## src/rtl/seg7_scan_controller.sv

```systemverilog
// Multiplexed 7-segment display driver.
// Captures a value in hex or decimal form (decimal goes through a sequential
// double-dabble converter), holds it in a display register and scans the
// digits with a dead time at the start of every digit slot to avoid ghosting.
// All outputs are registered and derived from the next-state of the scan
// counter and display register, so seg/dp_out/digit_en always move together.

module seg7_scan_controller #(
    parameter int DIGITS   = 4,
    parameter int CLK_HZ   = 100_000_000,
    parameter int DIGIT_HZ = 1_000,
    parameter int DEAD_CYC = 16
) (
    input  logic                  CLK,
    input  logic                  KEY4,
    input  logic [4*DIGITS-1:0]   value_in,
    input  logic                  load,
    input  logic                  hex_mode,
    input  logic [DIGITS-1:0]     dp_in,
    input  logic                  blank_lz,
    output logic                  busy,
    output logic [DIGITS-1:0]     digit_en,
    output logic [6:0]            seg,
    output logic                  dp_out
);

    localparam int VW     = 4 * DIGITS;
    localparam int P      = CLK_HZ / DIGIT_HZ;
    localparam int CNT_W  = (P > 1) ? $clog2(P) : 1;
    localparam int IDX_W  = (DIGITS > 1) ? $clog2(DIGITS) : 1;
    localparam int BIT_W  = $clog2(VW);

    localparam logic [6:0] SEG_OFF  = 7'b1111111;
    localparam logic [6:0] SEG_DASH = 7'b1111110;

    // 10^n as a 64-bit constant; used for the decimal overflow threshold.
    function automatic logic [63:0] pow10(input int n);
        logic [63:0] r;
        r = 64'd1;
        for (int k = 0; k < n; k++) begin
            r = r * 64'd10;
        end
        return r;
    endfunction

    localparam logic [63:0] DEC_LIMIT = pow10(DIGITS);

    // Active-low {a,b,c,d,e,f,g} glyph for one nibble.
    function automatic logic [6:0] seg_lut(input logic [3:0] n);
        logic [6:0] s;
        case (n)
            4'h0:    s = 7'b0000001;
            4'h1:    s = 7'b1001111;
            4'h2:    s = 7'b0010010;
            4'h3:    s = 7'b0000110;
            4'h4:    s = 7'b1001100;
            4'h5:    s = 7'b0100100;
            4'h6:    s = 7'b0100000;
            4'h7:    s = 7'b0001111;
            4'h8:    s = 7'b0000000;
            4'h9:    s = 7'b0000100;
            4'hA:    s = 7'b0001000;
            4'hB:    s = 7'b1100000;
            4'hC:    s = 7'b0110001;
            4'hD:    s = 7'b1000010;
            4'hE:    s = 7'b0110000;
            default: s = 7'b0111000;
        endcase
        return s;
    endfunction

    // Scan state
    logic [CNT_W-1:0]  cnt_q, cnt_d;
    logic [IDX_W-1:0]  idx_q, idx_d;

    // Conversion state
    logic              busy_q, busy_d;
    logic [BIT_W-1:0]  bitc_q, bitc_d;
    logic [VW-1:0]     sh_q, sh_d;
    logic [VW-1:0]     bcd_q, bcd_d;
    logic [VW-1:0]     bcd_adj;
    logic [VW-1:0]     bcd_step;
    logic [DIGITS-1:0] pend_dp_q, pend_dp_d;
    logic              pend_blz_q, pend_blz_d;
    logic              pend_ovf_q, pend_ovf_d;

    // Display register
    logic [VW-1:0]     disp_q, disp_d;
    logic [DIGITS-1:0] disp_dp_q, disp_dp_d;
    logic              disp_blz_q, disp_blz_d;
    logic              disp_ovf_q, disp_ovf_d;

    // Output registers
    logic [DIGITS-1:0] en_q, en_d;
    logic [6:0]        seg_q, seg_d;
    logic              dpo_q, dpo_d;

    logic                accept;
    logic [DIGITS-1:0]   blank_v;
    logic                allz;
    logic [7*DIGITS-1:0] glyph_flat;
    logic                win_d;
    logic [6:0]          seg_sel;
    logic                dp_sel;

    // A load is only honoured while no conversion is running.
    assign accept = load && !busy_q;

    // Scan counter and digit index advance; index steps on counter wrap.
    always_comb begin
        cnt_d = cnt_q;
        idx_d = idx_q;
        if (cnt_q == CNT_W'(P - 1)) begin
            cnt_d = '0;
            if (idx_q == IDX_W'(DIGITS - 1)) begin
                idx_d = '0;
            end else begin
                idx_d = idx_q + 1'b1;
            end
        end else begin
            cnt_d = cnt_q + 1'b1;
        end
    end

    // Double-dabble add-3 correction, one BCD digit per generate slice.
    for (genvar gi = 0; gi < DIGITS; gi++) begin : g_adj
        assign bcd_adj[4*gi +: 4] = (bcd_q[4*gi +: 4] >= 4'd5) ?
                                    (bcd_q[4*gi +: 4] + 4'd3) : bcd_q[4*gi +: 4];
    end

    assign bcd_step = {bcd_adj[VW-2:0], sh_q[VW-1]};

    // Load capture, conversion sequencing and atomic display update.
    always_comb begin
        busy_d     = busy_q;
        bitc_d     = bitc_q;
        sh_d       = sh_q;
        bcd_d      = bcd_q;
        pend_dp_d  = pend_dp_q;
        pend_blz_d = pend_blz_q;
        pend_ovf_d = pend_ovf_q;
        disp_d     = disp_q;
        disp_dp_d  = disp_dp_q;
        disp_blz_d = disp_blz_q;
        disp_ovf_d = disp_ovf_q;
        if (accept) begin
            if (hex_mode) begin
                disp_d     = value_in;
                disp_dp_d  = dp_in;
                disp_blz_d = blank_lz;
                disp_ovf_d = 1'b0;
            end else begin
                busy_d     = 1'b1;
                bitc_d     = '0;
                sh_d       = value_in;
                bcd_d      = '0;
                pend_dp_d  = dp_in;
                pend_blz_d = blank_lz;
                pend_ovf_d = (64'(value_in) >= DEC_LIMIT);
            end
        end else if (busy_q) begin
            sh_d   = sh_q << 1;
            bcd_d  = bcd_step;
            bitc_d = bitc_q + 1'b1;
            // Last bit: the shifted result is final, publish everything at once.
            if (bitc_q == BIT_W'(VW - 1)) begin
                busy_d     = 1'b0;
                disp_d     = bcd_step;
                disp_dp_d  = pend_dp_q;
                disp_blz_d = pend_blz_q;
                disp_ovf_d = pend_ovf_q;
            end
        end
    end

    // Leading-zero mask: walk from the top digit down while all nibbles are zero.
    always_comb begin
        blank_v = '0;
        allz    = 1'b1;
        for (int i = DIGITS - 1; i >= 0; i--) begin
            allz = allz && (disp_d[4*i +: 4] == 4'd0);
            if (i != 0) begin
                blank_v[i] = disp_blz_d && allz;
            end
        end
    end

    // Per-digit glyph for the upcoming display contents.
    for (genvar gi = 0; gi < DIGITS; gi++) begin : g_glyph
        assign glyph_flat[7*gi +: 7] = disp_ovf_d   ? SEG_DASH :
                                       blank_v[gi]  ? SEG_OFF  :
                                       seg_lut(disp_d[4*gi +: 4]);
    end

    // Select the enabled digit and build the next output values.
    always_comb begin
        win_d   = (int'(cnt_d) >= DEAD_CYC);
        seg_sel = SEG_OFF;
        dp_sel  = 1'b1;
        en_d    = '1;
        for (int i = 0; i < DIGITS; i++) begin
            if (idx_d == IDX_W'(i)) begin
                seg_sel = glyph_flat[7*i +: 7];
                dp_sel  = ~disp_dp_d[i];
                en_d[i] = ~win_d;
            end
        end
        seg_d = win_d ? seg_sel : SEG_OFF;
        dpo_d = win_d ? dp_sel  : 1'b1;
    end

    // Scan and conversion registers; reset wins over any load.
    always_ff @(posedge CLK) begin
        if (KEY4) begin
            cnt_q      <= '0;
            idx_q      <= '0;
            busy_q     <= 1'b0;
            bitc_q     <= '0;
            sh_q       <= '0;
            bcd_q      <= '0;
            pend_dp_q  <= '0;
            pend_blz_q <= 1'b0;
            pend_ovf_q <= 1'b0;
        end else begin
            cnt_q      <= cnt_d;
            idx_q      <= idx_d;
            busy_q     <= busy_d;
            bitc_q     <= bitc_d;
            sh_q       <= sh_d;
            bcd_q      <= bcd_d;
            pend_dp_q  <= pend_dp_d;
            pend_blz_q <= pend_blz_d;
            pend_ovf_q <= pend_ovf_d;
        end
    end

    // Display register; reset shows plain zeros with no decimal points.
    always_ff @(posedge CLK) begin
        if (KEY4) begin
            disp_q     <= '0;
            disp_dp_q  <= '0;
            disp_blz_q <= 1'b0;
            disp_ovf_q <= 1'b0;
        end else begin
            disp_q     <= disp_d;
            disp_dp_q  <= disp_dp_d;
            disp_blz_q <= disp_blz_d;
            disp_ovf_q <= disp_ovf_d;
        end
    end

    // Registered digit enables, segments and decimal point.
    always_ff @(posedge CLK) begin
        if (KEY4) begin
            en_q  <= '1;
            seg_q <= SEG_OFF;
            dpo_q <= 1'b1;
        end else begin
            en_q  <= en_d;
            seg_q <= seg_d;
            dpo_q <= dpo_d;
        end
    end

    assign busy     = busy_q;
    assign digit_en = en_q;
    assign seg      = seg_q;
    assign dp_out   = dpo_q;

endmodule

```

## config.mk

```make
export PLATFORM = sky130hd
export DESIGN_NAME = seg7_scan_controller
export DESIGN_NICKNAME = d
export VERILOG_FILES = /design/src/rtl/seg7_scan_controller.sv
export SDC_FILE = /design/constraint.sdc
export NUM_CORES = 1
export LEC_CHECK = 0
export CAP_MARGIN = 10
export CORE_MARGIN = 4
export CORE_UTILIZATION = 50
export DETAILED_ROUTE_END_ITERATION = 10
export DONT_BUFFER_PORTS = 1
export GPL_TIMING_DRIVEN = 0
export PLACE_DENSITY = 0.68
export SLEW_MARGIN = 15
export SYNTH_ARGS = -nofsm -noshare
export SYNTH_HDL_FRONTEND = slang
export SYNTH_SLANG_ARGS = --single-unit
```

## constraint.sdc

```tcl
create_clock -name CLK -period 5.15 [get_ports CLK]
set_input_delay 1.545 -clock CLK [delete_from_list [all_inputs] [get_ports CLK]]
set_output_delay 1.545 -clock CLK [all_outputs]
set_load 0.02 [all_outputs]
```

==> results.py, run 1 <==
metrics = {
    "sta": {
        "fin_crit_ns": 4.28,
        "fmax_mhz": 234,
        "fin_worst_skew_ns": 0.00921,
        "slew_headroom_pct": 42.1,
        "hold_viol_final": 0,
        "tns_ns": 0,
        "rsz0062_at_grt": "false",
        "fin_crit_sh_pct": 83.1,
        "setup_slack_ns": 0.872,
        "slew_viol_final": 0,
        "setup_violations": 0,
        "worstMarginPinSlew_ns": 0.844,
        "hold-worst-slack_ns": 0.457,
    },
    "floorplan": {
        "die_area_mm2": 0.0133,
        "rows": 39,
        "num_io_pins": 38,
        "die-height_um": 116,
        "initial_utilization_pct": 50.8,
        "coreArea_mm2": 0.0114,
        "fp.dieW_um": 116,
    },
    "placed_design": {
        "place_ws_ns": 0.588,
        "place_congestion": 0.920,
        "dp_hpwl_mm": 11.9,
        "portBuffers": 0,
        "placed_area_mm2": 0.00596,
    },
    "clock_tree": {
        "cts_resized": 0,
        "clk_pin_slew_worst_paths_ns": 0.07,
        "cts_root_buffer": "clkbuf_16",
        "postCtsHoldBufs": 0,
        "clkSinkCount": 96,
        "cts_setup_buffers": 0,
        "numCtsBuffers": 9,
        "cts_tree": "built",
        "h-tree-depth": 3,
        "worstSkewPairLatency_ns": 0.36,
        "clk_path_buf_depth": 2,
    },
    "detailed_routing": {
        "final_antenna_net_count": 0,
        "remaining_drc_errors": 0,
        "first_pass_iters": 6,
        "initialDrtViolationCount": 466,
        "wirelength_mm": 15.9,
        "via_count": 5266,
        "wire_per_inst_um": 18.5,
        "routed_via_density": 6.15,
    },
    "cells_and_area": {
        "nNetsFinal": 767,
        "area_growth_pct": 8.38,
        "drive_gt1_share_pct": 8.70,
        "fin_area_mm2": 0.00626,
        "num_antenna_cells": 0,
    },
    "worst_setup_path": {
        "cp_max_fo": 10,
        "cp.required_ns": 5.33,
        "cp-start-kind": "input port",
        "crit_arrival_ns": 4.46,
        "r2r_slack_ns": 1.33,
        "cp_cell_sequence": "and3b_2, buf_2, buf_2, a22oi_1, o21ai_0, inv_1, ha_1, inv_1, nor2_1, a31oi_1, o221ai_1, nand3_1, o221ai_1",
        "cp_slowest_stage_delay_ns": 0.42,
        "slowest_stage": "a31oi_1",
        "crit_type": "in2reg",
        "end_kind": "register",
    },
    "power_and_ir_drop": {
        "pwr-share-comb_pct": 14.5,
        "clkPwrFrac_pct": 40.4,
        "switching_share_pct": 28.2,
        "power_density_mw_per_mm2": 277,
        "p_leak_nw": 2.37,
        "internal_power_mw": 1.25,
        "p_sw_mw": 0.489,
        "ir_drop_v": 0.000217,
        "seqPwrFrac_pct": 45.1,
    },
    "yosys": {
        "synth_top_area_share_pct": 33.2,
        "synth_warnings": 0,
        "synthTopCellsByArea": "dfxtp_1 33%, ha_1 7.4%, nor2_1 6.6%, mux2i_1 4.7%, a21oi_1 4.1%",
        "syn-cell-area_mm2": 0.00578,
        "synth_enable_flop_cells": 0,
        "async_reset_ff_share_pct": 0,
        "yosys-top-cells-count": "101 x nor2_1, 96 x dfxtp_1, 54 x nand2_1",
        "synth_most_common_cell": "nor2_1",
        "ys_seq_area_share_pct": 33.2,
        "syn_nets": 756,
        "synthFlopType": "dfxtp_1",
        "synth.avg_cell_area_um2": 8.29,
        "yosysUniqueCellTypes": 74,
        "ys_ff_latch": 96,
        "synthCells": 697,
        "yosys.area.top_type": "dfxtp_1",
    },
    "outcome": {
        "status": "complete, no violations",
    },
    "global_routing": {
        "grt_pass1_vias": 5014,
        "overflow": 0,
        "gr-usage-all-layers_pct": 24.5,
        "grt_pass1_wl_mm": 25.6,
        "antenna_found_initial": 0,
        "grt_max_degree": 18,
    },
    "run": {
        "drv_cap": 0,
    },
    "hold_path": {
        "hp-class": "reg2reg",
    },
}
metal layers:
layer	vias to the layer above	track usage, %	routed length (µm)
met1	2487	31.5	6930
met2	194	39.8	7350
li1	2543	-	-
met4	0	10.3	463
met5	-	0	0
met3	42	5.27	1110
path summary, 6_finish.rpt:
check | startpoint | endpoint | cells after the start
hold / removal | pend_dp_q[2] | pend_dp_q[2] | 2
setup reg to reg | busy | seg[0] | 14
hold reg to reg | pend_dp_q[2] | pend_dp_q[2] | 2
setup / recovery | load | seg[0] | 13
power groups by stage:
stage | clock [mW] | combinational [mW] | sequential, mW
finish | 0.700 | 0.252 | 0.783
global route | 0.739 | 0.277 | 0.786
CTS | 0.718 | 0.247 | 0.783
detailed placement | 0 | 0.246 | 0.800
global placement | 0 | 0.240 | 0.799
floorplan | 0 | 0.192 | 0.797
worst max-delay path: cells and delay by family:
kind,cells,cell delay (ns)
adders and majority gates,1,0.29
AOI/OAI and AO/OA,5,1.24
buffers and inverters,4,0.95
and+or+nand+nor,3,0.43
logic make-up (layout without fill, tap and decap cells):
family / after synthesis / after routing / share of synthesized area (%)
adder cells (fa/ha/maj): 34 / 34 / 7.36
flip-flops: 96 / 96 / 33.2
buffers and inverters: 65 / 81 / 4.83
AO/OA/AOI/OAI: 184 / 184 / 22.3
AND/OR/NAND/NOR: 259 / 259 / 22.3
XOR/XNOR: 23 / 23 / 3.48
multiplexers: 36 / 36 / 6.49
stage by stage:
stage                     instances  util, %  power [mW]
final                           856     55.1        1.74
after global routing            856     55.1        1.80
after CTS                       856     55.1        1.75
after detailed placement        840     52.4        1.05
after global placement          840     52.4        1.04
after floorplan                 697        -       0.988
cells in the final DEF (no fill, tap or decap), types with 3 or more instances in the layout:
cell / instances
clkbuf_16: 9
xnor2_1: 17
inv_1: 22
a311oi_1: 3
nor3_1: 16
mux2_2: 8
or4_1: 3
a22o_1: 10
a31oi_1: 10
mux2i_1: 27
a221oi_1: 6
clkinv_4: 3
buf_1: 4
dfxtp_1: 96
nor2_1: 101
o221ai_1: 6
nand2b_1: 6
clkbuf_1: 24
a211o_1: 3
and3_1: 15
o21ai_0: 28
buf_2: 12
xor2_1: 6
nor2b_1: 4
a221o_1: 6
o311ai_1: 5
a21oi_1: 47
nand3_1: 20
a21boi_0: 3
ha_1: 34
o21a_1: 4
a22oi_1: 8
nand2_1: 54
and2_1: 9
a211oi_1: 21
nand4_1: 4
sequential cells by signal (all words and copies together), names as in the netlist, 4 cells and up:
signal / count
cnt_q: 17
bcd_q: 16
disp_q: 16
sh_q: 16
seg: 7
bitc_q: 4
digit_en: 4
disp_dp_q: 4
pend_dp_q: 4
final cells by class:
cell class / count / area (µm²)
Tap cell: 143 / 179
Clock inverter: 6 / 76.3
Clock buffer: 10 / 229
Sequential cell: 96 / 1920
Multi-Input combinational cell: 536 / 3580
Buffer: 43 / 196
Inverter: 22 / 82.6
Fill cell: 1053 / 5100
(Power assumes the default switching activity.)
==> run 2, diff against run 1 <==
==> constraint.sdc (replaced) <==
create_clock -name CLK -period 3.95 [get_ports CLK]
set_input_delay 1.185 -clock CLK [delete_from_list [all_inputs] [get_ports CLK]]
set_output_delay 1.185 -clock CLK [all_outputs]
set_load 0.02 [all_outputs]
==> run 2 against run 1 <==
  * Sequential share of layout area down 0.12 points
  * Sequential power up 30%
  * Clock power grew 31%
  * Cell count did not move
  * Combinational power up 31%
  * Global-route usage unchanged
  * Power rose by 31%
  * Utilization rose by 0.22 points
  * Sequential cell count unchanged
  * Worst setup slack got worse by 0.75 ns
==> results.py, run 2 (same netlist as run 1, synthesis figures left out) <==
metrics = {
    "global_routing": {
        "antenna_found_initial": 0,
        "gr-usage-all-layers_pct": 24.5,
        "overflow": 0,
        "grt_pass1_vias": 5014,
        "grt_max_degree": 18,
        "grt_pass1_wl_mm": 25.6,
    },
    "clock_tree": {
        "worstSkewPairLatency_ns": 0.36,
        "h-tree-depth": 3,
        "clkSinkCount": 96,
        "cts_tree": "built",
        "cts_root_buffer": "clkbuf_16",
        "numCtsBuffers": 9,
        "clk_path_buf_depth": 2,
        "postCtsHoldBufs": 0,
        "clk_pin_slew_worst_paths_ns": 0.07,
        "cts_setup_buffers": 0,
    },
    "floorplan": {
        "rows": 39,
        "coreArea_mm2": 0.0114,
        "die_area_mm2": 0.0133,
        "die-height_um": 116,
        "fp.dieW_um": 116,
        "num_io_pins": 38,
        "initial_utilization_pct": 50.8,
    },
    "worst_setup_path": {
        "slowest_stage": "nor4_4",
        "crit_type": "in2reg",
        "worstSetupPathDepth": 12,
        "cp_cell_sequence": "and3b_2, buf_2, buf_2, a22oi_1, o21a_2, ha_1, o21ai_0, nor4_4, nand4_2, and3_1, a41o_1, o211ai_2",
        "crit_buf_inv": 2,
        "cp_common_cell": "buf_2",
        "cp.required_ns": 4.23,
        "cp-start-kind": "input port",
        "r2r_cells": 13,
        "cp_slowest_stage_delay_ns": 0.38,
        "cp_max_fo": 10,
        "critPathTopFamily": "simple AND/OR/NAND/NOR gates",
        "crit_arrival_ns": 4.11,
        "end_kind": "register",
    },
    "hold_path": {
        "hold_depth": 2,
        "hp-class": "reg2reg",
    },
    "detailed_routing": {
        "wire_per_inst_um": 18.6,
        "remaining_drc_errors": 0,
        "final_antenna_net_count": 0,
        "first_pass_iters": 6,
        "routed_via_density": 6.15,
        "via_count": 5268,
        "wirelength_mm": 15.9,
        "initialDrtViolationCount": 496,
    },
    "placed_design": {
        "dp_hpwl_mm": 11.9,
        "place_congestion": 0.920,
        "portBuffers": 0,
    },
    "sta": {
        "setup_violations": 0,
        "slew_viol_final": 0,
        "hold-worst-slack_ns": 0.456,
        "worstMarginPinSlew_ns": 0.808,
        "fmax_mhz": 261,
        "hold_viol_final": 0,
        "tns_ns": 0,
        "fin_crit_ns": 3.83,
        "fin_crit_sh_pct": 97.0,
        "fin_worst_skew_ns": 0.00711,
        "slew_headroom_pct": 44.6,
    },
    "cells_and_area": {
        "nNetsFinal": 767,
        "layout_commonest_cell": "nor2_1",
        "drive_gt1_share_pct": 9.54,
        "largest_register_ffs": 17,
        "nFillCells": 1048,
        "area_growth_pct": 8.81,
        "num_antenna_cells": 0,
        "regMostFlops": "cnt_q",
        "final_cell_mix": "101 x nor2_1, 96 x dfxtp_1, 54 x nand2_1",
    },
    "power_and_ir_drop": {
        "p_leak_nw": 2.37,
        "p_total_mw": 2.27,
        "power_density_mw_per_mm2": 361,
        "ir_drop_v": 0.000283,
    },
    "outcome": {
        "status": "complete, no violations",
    },
    "run": {
        "drv_cap": 0,
    },
}
-- run 2: cell type report --
cell class / instances / area [µm²] / area share [%]
plain buffers: 43 / 196 / 3.12
inverters: 22 / 82.6 / 1.31
clock buffers: 10 / 229 / 3.64
well taps: 143 / 179 / 2.84
multi-input cells: 536 / 3600 / 57.3
flip-flops and latches: 96 / 1920 / 30.6
clock inverters: 6 / 76.3 / 1.21
-- run 2: final timing paths --
| check | from | endpoint | slack (ns) |
|---|---|---|---|
| worst min-delay path | pend_dp_q[2] | pend_dp_q[2] | 0.46 |
| worst min register to register | pend_dp_q[2] | pend_dp_q[2] | 0.46 |
| worst max register to register | busy | seg[6] | 0.19 |
| worst max-delay path | load | seg[6] | 0.12 |
-- run 2: per-layer routing --
metal | global-route usage [%] | vias up | routed length (µm)
li1 | - | 2543 | -
met1 | 31.5 | 2501 | 7020
met2 | 39.8 | 191 | 7440
met3 | 5.27 | 33 | 1040
met4 | 10.3 | 0 | 433
met5 | 0 | - | 0
-- run 2: per-stage QoR --
stage,setup WS [ns],util (%),instances,instance area (µm²)
2_1_floorplan,0.356,-,697,5780
3_3_place_gp,-0.260,52.4,840,5960
3_5_place_dp,-0.252,52.4,840,5960
4_1_cts,0.131,55.1,856,6260
5_1_grt,-0.00199,55.3,856,6290
6_report,0.119,55.3,856,6290
-- run 2: tightest hold or removal path, cell delays in order (launching register included) --
cell and delay (ns):
dfxtp_1 0.31, nand2_1 0.05, a21oi_1 0.05
-- run 2: timing repair --
action	4_1_cts	5_1_grt
endpoints found under the hold margin	0	0
gates resized for setup	0	8
endpoints found under the setup margin	0	4
-- run 2: power breakdown --
group	internal (mW)	switching, mW
combinational	0.123	0.209
clock	0.502	0.418
sequential	1.00	0.0189
